==> config.mk <==
export PLATFORM = sky130hd
export DESIGN_NAME = seq_mult_signed_flat
export DESIGN_NICKNAME = d
export VERILOG_FILES = /design/src/rtl/seq_mult_signed_pkg.sv /design/src/rtl/seq_mult_signed_if.sv /design/src/rtl/seq_mult_signed_cond_negate.sv /design/src/rtl/seq_mult_signed.sv /design/src/flat_wrapper.sv
export SDC_FILE = /design/constraint.sdc
export NUM_CORES = 1
export LEC_CHECK = 0
export BUFFER_PORTS_ARGS = -buffer_cell sky130_fd_sc_hd__clkbuf_2
export CAP_MARGIN = 20
export CORE_MARGIN = 1
export CORE_UTILIZATION = 41
export CTS_BUF_LIST = sky130_fd_sc_hd__clkbuf_8
export CTS_CLUSTER_DIAMETER = 80
export DETAILED_ROUTE_END_ITERATION = 6
export GPL_ROUTABILITY_DRIVEN = 1
export MAX_ROUTING_LAYER = met4
export PLACE_DENSITY_LB_ADDON = 0.1
export SLEW_MARGIN = 20
export SYNTH_ARGS = -nofsm -noshare
export SYNTH_HDL_FRONTEND = slang
export SYNTH_SLANG_ARGS = --single-unit
==> constraint.sdc <==
create_clock -name Clock -period 3.1 [get_ports Clock]
set_clock_uncertainty 0.2 [all_clocks]
set_input_delay 0.465 -clock Clock [delete_from_list [all_inputs] [get_ports Clock]]
set_output_delay 0.465 -clock Clock [all_outputs]
set_load 0.01 [all_outputs]
==> src/rtl/seq_mult_signed_pkg.sv <==
// Shared definitions for the sequential signed/unsigned multiplier:
// FSM state encoding and a ceiling-log2 helper for sizing the bit counter.
package seq_mult_signed_pkg;

  typedef enum logic [1:0] {
    ST_IDLE = 2'd0,
    ST_CALC = 2'd1,
    ST_FIX  = 2'd2,
    ST_DONE = 2'd3
  } state_t;

  function automatic int clog2(input int value);
    int v;
    int r;
    v = value - 1;
    r = 0;
    while (v > 0) begin
      r = r + 1;
      v = v >> 1;
    end
    return r;
  endfunction

endpackage

==> src/rtl/seq_mult_signed_if.sv <==
// Start/done handshake and operand/result bus of the sequential multiplier.
interface seq_mult_signed_if #(
  parameter int SIZE = 16
);
  logic                iStart;
  logic                iSigned;
  logic [SIZE-1:0]     iMulA;
  logic [SIZE-1:0]     iMulB;
  logic                oBusy;
  logic                oDone;
  logic [2*SIZE-1:0]   oMulR;

  modport master (
    output iStart, iSigned, iMulA, iMulB,
    input  oBusy, oDone, oMulR
  );

  modport slave (
    input  iStart, iSigned, iMulA, iMulB,
    output oBusy, oDone, oMulR
  );
endinterface

==> src/rtl/seq_mult_signed_cond_negate.sv <==
// Combinational conditional two's-complement negation: oVal = iNeg ? -iVal : iVal.
module cond_negate #(
  parameter int W = 16
) (
  input  logic [W-1:0] iVal,
  input  logic         iNeg,
  output logic [W-1:0] oVal
);

  logic [W-1:0] w_negated;

  assign w_negated = (~iVal) + {{(W-1){1'b0}}, 1'b1};
  assign oVal      = iNeg ? w_negated : iVal;

endmodule

==> src/rtl/seq_mult_signed.sv <==
// Radix-2 shift-add multiplier: one SIZE+1-bit adder reused over SIZE cycles,
// operands reduced to magnitudes on accept and the sign re-applied in FIX.
module seq_mult_signed
  import seq_mult_signed_pkg::*;
#(
  parameter int SIZE = 16
) (
  input  logic             Clock,
  input  logic             Reset,
  seq_mult_signed_if.slave bus
);

  localparam int                CNT_W    = clog2(SIZE) + 1;
  localparam logic [CNT_W-1:0]  CNT_LAST = CNT_W'(SIZE - 1);

  state_t              r_state;
  state_t              w_state_nxt;
  logic                w_accept;
  logic [2*SIZE-1:0]   r_acc;
  logic [2*SIZE-1:0]   r_mulr;
  logic [SIZE-1:0]     r_mag_a;
  logic [SIZE-1:0]     r_mul_b;
  logic [CNT_W-1:0]    r_cnt;
  logic                r_neg;
  logic                r_busy;
  logic                r_done;
  logic [SIZE-1:0]     w_mag_a;
  logic [SIZE-1:0]     w_mag_b;
  logic [SIZE:0]       w_sum;
  logic [2*SIZE-1:0]   w_fixed;

  cond_negate #(.W(SIZE)) u_neg_a (
    .iVal (bus.iMulA),
    .iNeg (bus.iSigned & bus.iMulA[SIZE-1]),
    .oVal (w_mag_a)
  );

  cond_negate #(.W(SIZE)) u_neg_b (
    .iVal (bus.iMulB),
    .iNeg (bus.iSigned & bus.iMulB[SIZE-1]),
    .oVal (w_mag_b)
  );

  cond_negate #(.W(2*SIZE)) u_fix (
    .iVal (r_acc),
    .iNeg (r_neg),
    .oVal (w_fixed)
  );

  // Upper accumulator half plus the partial product, carry kept in the MSB
  assign w_sum = {1'b0, r_acc[2*SIZE-1:SIZE]} +
                 (r_mul_b[0] ? {1'b0, r_mag_a} : {(SIZE+1){1'b0}});

  // Next-state decode; starts are only honoured from IDLE and DONE
  always_comb begin
    w_state_nxt = r_state;
    w_accept    = 1'b0;
    case (r_state)
      ST_IDLE, ST_DONE: begin
        if (bus.iStart) begin
          w_accept    = 1'b1;
          w_state_nxt = ST_CALC;
        end else begin
          w_state_nxt = ST_IDLE;
        end
      end
      ST_CALC: begin
        if (r_cnt == CNT_LAST) begin
          w_state_nxt = ST_FIX;
        end else begin
          w_state_nxt = ST_CALC;
        end
      end
      ST_FIX:  w_state_nxt = ST_DONE;
      default: w_state_nxt = ST_IDLE;
    endcase
  end

  // State register
  always_ff @(posedge Clock) begin
    if (Reset) begin
      r_state <= ST_IDLE;
    end else begin
      r_state <= w_state_nxt;
    end
  end

  // Datapath and registered handshake outputs
  always_ff @(posedge Clock) begin
    if (Reset) begin
      r_acc   <= {(2*SIZE){1'b0}};
      r_mulr  <= {(2*SIZE){1'b0}};
      r_mag_a <= {SIZE{1'b0}};
      r_mul_b <= {SIZE{1'b0}};
      r_cnt   <= {CNT_W{1'b0}};
      r_neg   <= 1'b0;
      r_busy  <= 1'b0;
      r_done  <= 1'b0;
    end else begin
      r_busy <= (w_state_nxt == ST_CALC) || (w_state_nxt == ST_FIX);
      r_done <= (w_state_nxt == ST_DONE);
      if (w_accept) begin
        r_mag_a <= w_mag_a;
        r_mul_b <= w_mag_b;
        r_neg   <= bus.iSigned & (bus.iMulA[SIZE-1] ^ bus.iMulB[SIZE-1]);
        r_acc   <= {(2*SIZE){1'b0}};
        r_cnt   <= {CNT_W{1'b0}};
      end else if (r_state == ST_CALC) begin
        r_acc   <= {w_sum, r_acc[SIZE-1:1]};
        r_mul_b <= r_mul_b >> 1;
        r_cnt   <= r_cnt + CNT_W'(1);
      end else begin
        r_acc   <= r_acc;
      end
      if (r_state == ST_FIX) begin
        r_mulr <= w_fixed;
      end else begin
        r_mulr <= r_mulr;
      end
    end
  end

  assign bus.oBusy = r_busy;
  assign bus.oDone = r_done;
  assign bus.oMulR = r_mulr;

endmodule

==> src/flat_wrapper.sv <==
// flat-port wrapper written by rule: the top's interface ports become plain ports
module seq_mult_signed_flat import seq_mult_signed_pkg::*;
#(
  parameter int SIZE = 16
)
  (Clock, Reset, bus_iStart, bus_iSigned, bus_iMulA, bus_iMulB, bus_oBusy, bus_oDone, bus_oMulR);
  seq_mult_signed_if #(.SIZE(SIZE)) bus_i ();
  input  logic Clock;
  input  logic Reset;
  input wire logic [$bits(bus_i.iStart)-1:0] bus_iStart;
  input wire logic [$bits(bus_i.iSigned)-1:0] bus_iSigned;
  input wire logic [$bits(bus_i.iMulA)-1:0] bus_iMulA;
  input wire logic [$bits(bus_i.iMulB)-1:0] bus_iMulB;
  output wire logic [$bits(bus_i.oBusy)-1:0] bus_oBusy;
  output wire logic [$bits(bus_i.oDone)-1:0] bus_oDone;
  output wire logic [$bits(bus_i.oMulR)-1:0] bus_oMulR;
  assign bus_i.iStart = bus_iStart;
  assign bus_i.iSigned = bus_iSigned;
  assign bus_i.iMulA = bus_iMulA;
  assign bus_i.iMulB = bus_iMulB;
  assign bus_oBusy = bus_i.oBusy;
  assign bus_oDone = bus_i.oDone;
  assign bus_oMulR = bus_i.oMulR;
  seq_mult_signed #(.SIZE(SIZE)) u_core (.Clock(Clock), .Reset(Reset), .bus(bus_i));
endmodule
; Word level (Yosys, flattened, before mapping)
; Cells that the tools add are included.
[op_classes]
eq_ne = 7
reduce_logical = 5
muxes = 11
n_bitwise = 7
add_sub_neg = 5
[ops]
columns = op, count
row1 = $mux W16, 5
row2 = $add A16 B1 Y16 const B, 2
row3 = $add A32 B1 Y32 const B, 1
row4 = $mux W32, 1
row5 = $not A16 Y16, 2
row6 = $not A32 Y32, 1
row7 = $add A16 B17 Y17, 1
row8 = $eq A2 B2 Y1 const B, 4
row9 = $pmux W2 S3, 1
row10 = $add A5 B1 Y5 const B, 1
row11 = $eq A5 B4 Y1 const B, 1
row12 = $eq A2 B1 Y1 const B, 2
row13 = $reduce_or A2 Y1, 2
row14 = $and A1 B1 Y1, 3
row15 = $mux W1, 3
row16 = $logic_not A2 Y1, 1
row17 = $mux W2, 1
row18 = $reduce_bool A2 Y1, 1
row19 = $logic_or A1 B1 Y1, 1
row20 = $xor A1 B1 Y1, 1
[totals]
ff_bits = 106
elab_cells = 44
inputBits = 36

; Logic depth before layout (Yosys ltp)
[depth]
ltp_word = 5
depth_mapped = 10
mapped_depth_nobuf = 9

; Hierarchy
; Synthesis repeated with hierarchy kept, for this count alone.
[hier_totals]
hier_cells = 725
area_unflattened_um2 = 6324.8
[modules_own_cells]
columns = mod, n_inst, cells_each, area_per_inst_um2, seq_area_each_um2
row1 = seq_mult_signed, 1, 532, 4882.2, 2122.0
row2 = cond_negate at u_core.u_fix, 1, 99, 777.0, 0.0
row3 = cond_negate at u_core.u_neg_a ..., 2, 47, 332.8, 0.0

; Worst setup path before layout
; No wires, ideal clock.
[synth_timing]
kind = register -> register
from = register u_core.r_mul_b[0]
to = register u_core.r_acc[31]
path_slack_ns = 0.275
n_path_buf = 1
setup_ns = 0.123
synth_period_minus_slack_ns = 2.825
arrival_ns = 2.502
stages_incl_launch_ff = 10
cell_sequence = dfxtp_1 > clkbuf_1 > and2_1 > ha_1 > a211o_1 > a32o_1 > a2111oi_2 > o21ai_1 > a2111oi_2 > nor2_1
[synth_between]
elab_chain_cells = 2
[synth_lines]
columns = item, line_no
row1 = from (decl), seq_mult_signed.sv:22  ; logic [SIZE-1:0] r_mul_b;
row2 = from (signal assigned), seq_mult_signed.sv:94  ; r_mul_b <= {SIZE{1'b0}};
row3 = from (signal assigned), seq_mult_signed.sv:104  ; r_mul_b <= w_mag_b;
row4 = from (signal assigned), seq_mult_signed.sv:110  ; r_mul_b <= r_mul_b >> 1;
row5 = $mux W16, seq_mult_signed.sv:52  ; (r_mul_b[0] ? {1'b0, r_mag_a} : {(SIZE+1){1'b0}});
row6 = $add A16 B17 Y17, seq_mult_signed.sv:51  ; assign w_sum = {1'b0, r_acc[2*SIZE-1:SIZE]} +
row7 = to (signal assigned), seq_mult_signed.sv:91  ; r_acc <= {(2*SIZE){1'b0}};
row8 = to (signal assigned), seq_mult_signed.sv:106  ; r_acc <= {(2*SIZE){1'b0}};
row9 = to (signal assigned), seq_mult_signed.sv:109  ; r_acc <= {w_sum, r_acc[SIZE-1:1]};
row10 = to (decl), seq_mult_signed.sv:19  ; logic [2*SIZE-1:0] r_acc;
; Every way passes these cells.
; A chain may end at the register's enable or synchronous reset.

; Worst setup path after layout
; Ends and elaborated chain as after synthesis.

==> results.sh <==
export IMPL_worstSkewPairLatency_ns=0.39
export IMPL_critPathKind="flip-flop to flip-flop"
export IMPL_crit_path_max_fanout=17
export IMPL_cts_htree_levels=3
export IMPL_coreArea_um2=14000
export IMPL_period_minus_slack_ns=2.95
export IMPL_layout_nets=829
export IMPL_synthToLayoutAreaGrowth_pct=12.3
export IMPL_p_total_mw=2.61
export IMPL_ys_seq_area_frac=0.354
export IMPL_antenna_found_initial=0
export IMPL_power_internal_mw=1.92
export IMPL_initial_utilization=0.427
export IMPL_clkTransAtPathRegs_ns=0.10
export IMPL_async_reset_ff_frac=0
export IMPL_startpoint_type="flip-flop"
export IMPL_cts_root_buffer="clkbuf_8"
export IMPL_place_ws_ns=0.0535
export IMPL_wl_um=13100
export IMPL_synth_edf_count=0
export IMPL_power_density_nw_per_um2=388
export IMPL_drive_above_1_share=0.153
export IMPL_finalHoldViolCount=0
export IMPL_combPwrFrac=0.122
export IMPL_synth_area_leaders="dfxtp_1 (35%), nor2_1 (6.8%), mux2i_1 (6.7%), xor2_1 (6.4%), a211oi_1 (6.1%)"
export IMPL_ys_flop_type="dfxtp_1"
export IMPL_placed_cell_area_um2=6530
export IMPL_ant_nets=0
export IMPL_tightestPinTransition_ns=0.727
export IMPL_portBuffers=69
export IMPL_cp_required_ns=3.18
export IMPL_cts_sinks=106
export IMPL_drc=0
export IMPL_track_usage=0.188
export IMPL_yosys_warnings=0
export IMPL_num_vias=5041
export IMPL_dp_cells=937
export IMPL_die_height_um=123
export IMPL_io_pins=70
export IMPL_synth_cell_type_count=58
export IMPL_grt_max_degree=69
export IMPL_cts_hold_buf=0
export IMPL_irDropWorstVdd_mv=0.178
export IMPL_finalSetupTns_ns=0
export IMPL_synth_top_area_cell="dfxtp_1"
export IMPL_fp_dieArea_um2=15100
export IMPL_timing_final_crit_share=0.952
export IMPL_syn_area_um2=5990
export IMPL_timing_max_cap_violations=0
export IMPL_setup_violations_final=0
export IMPL_cts_tree="yes"
export IMPL_syn_inst=712
export IMPL_numCtsBuffers=9
export IMPL_gp_congestion=0.938
export IMPL_arrival_ns=3.03
export IMPL_stdcell_area_um2=6730
export IMPL_post_dp_hpwl_um=9970
export IMPL_rsz0062_at_grt="false"
export IMPL_fin_ws_ns=0.148
export IMPL_p_sw_mw=0.690
export IMPL_p_clk_frac=0.330
export IMPL_synth_seq_cells=106
export IMPL_synth_avg_cell_area_um2=8.42
export IMPL_status="finished clean"
export IMPL_synth_top_area_frac=0.354
export IMPL_pwr_share_seq=0.548
export IMPL_p_leak_nw=2.77
export IMPL_final_cells=953
export IMPL_syn_nets=773
export IMPL_final_common_cell="nor2_1"
export IMPL_worst_hold_path_type="primary input to flip-flop"
export IMPL_max_freq_ghz=0.339
export IMPL_rows=43
export IMPL_routed_via_density=5.29
export IMPL_mostFrequentLayoutCells="nor2_1 (109), dfxtp_1 (105), clkbuf_2 (69)"
export IMPL_post_drt_wl_per_cell_um=13.8
export IMPL_dieWidth_um=123
export IMPL_antennaDiodeCount=0
export IMPL_switching_share=0.264
export IMPL_grt_overflow_total=0
export IMPL_slew_headroom=0.515
export IMPL_dr_pass1_iters=4
export IMPL_cts_buffer_depth=2
export IMPL_grt_pass1_wl_um=21900
export IMPL_drtIter0Drc=311
export IMPL_maxSlewViolCount=0
export IMPL_crit_path_end_kind="flip-flop"
export IMPL_grt_pass1_vias=4612
-- worst max-delay path, stage by stage, from the launching register on --
cell	delay [ns]
dfxtp_2	0.39
and2_1	0.18
ha_1	0.20
fa_1	0.41
a21oi_1	0.21
o21ai_0	0.17
a2111oi_2	0.49
o21ai_1	0.15
a2111oi_2	0.37
nor2_1	0.06
-- sequential cells by signal, summed over array words and instances (netlist names), 2 cells and up --
name,count
u_core.r_acc,32
u_core.bus.oMulR,32
u_core.r_mul_b,16
u_core.r_mag_a,16
u_core.r_state,2
u_core.r_cnt,5
-- layout make-up --
cell class / count / area [um^2]
flip-flops and latches: 106 / 2120
well taps: 180 / 225
inverters: 16 / 60.1
clock inverters: 6 / 57.6
fillers: 1409 / 7310
repair buffers: 84 / 458
multi-input cells: 551 / 3670
clock buffers: 10 / 138
-- cell usage after synthesis, types with 22 or more instances --
| master | instances |
|---|---|
| mux2i_1 | 40 |
| clkbuf_1 | 28 |
| and2_1 | 22 |
| dfxtp_1 | 106 |
| o21ai_0 | 27 |
| nor2_1 | 109 |
| a211oi_1 | 49 |
| ha_1 | 24 |
| nand2_1 | 55 |
| xor2_1 | 44 |
| a21oi_1 | 29 |
-- repair_timing --
item	in CTS	in global routing
endpoints found under the setup margin	0	1
resized for setup	0	1
setup buffers	0	0
-- final timing paths --
kind / startpoint / endpoint / slack [ns] / cells after the start
min: bus_iMulA[0] / u_core.r_mag_a[0] / 0.14 / 3
min reg2reg: u_core.r_mag_a[10] / u_core.r_mag_a[10] / 0.25 / 2
max reg2reg: u_core.r_mul_b[0] / u_core.r_acc[31] / 0.15 / 9
max: u_core.r_mul_b[0] / u_core.r_acc[31] / 0.15 / 9
-- logic make-up after synthesis --
family	after synthesis	share of synthesized area
buffers and inverters	55	0.0347
muxes	40	0.0668
AOI/OAI and AO/OA	167	0.197
DFF	106	0.354
adders and majority gates	25	0.0535
and+or+nand+nor	259	0.206
xor gates and xnor gates	60	0.0877
-- metrics by stage --
step	hold slack [ns]	utilization
after detailed placement	0.243	0.465
after floorplan	0.217	-
final	0.142	0.479
after global routing	0.143	0.479
after CTS	0.127	0.479
after global placement	0.239	0.465
-- power groups by stage --
stage / Sequential, mW / Combinational [mW] / Clock [mW]
2_1_floorplan: 1.45 / 0.229 / 0
3_3_place_gp: 1.46 / 0.313 / 0
3_5_place_dp: 1.46 / 0.320 / 0
4_1_cts: 1.43 / 0.321 / 0.898
5_1_grt: 1.44 / 0.357 / 0.957
6_report: 1.43 / 0.319 / 0.863
-- per-layer routing --
layer,vias up,GRT usage,share of wire
li1,2671,-,-
met1,2274,0.250,0.52
met2,78,0.288,0.44
met3,18,0.0263,0.026
met4,0,0.0739,0.017
met5,-,-,0
(Power assumes the default switching activity.)
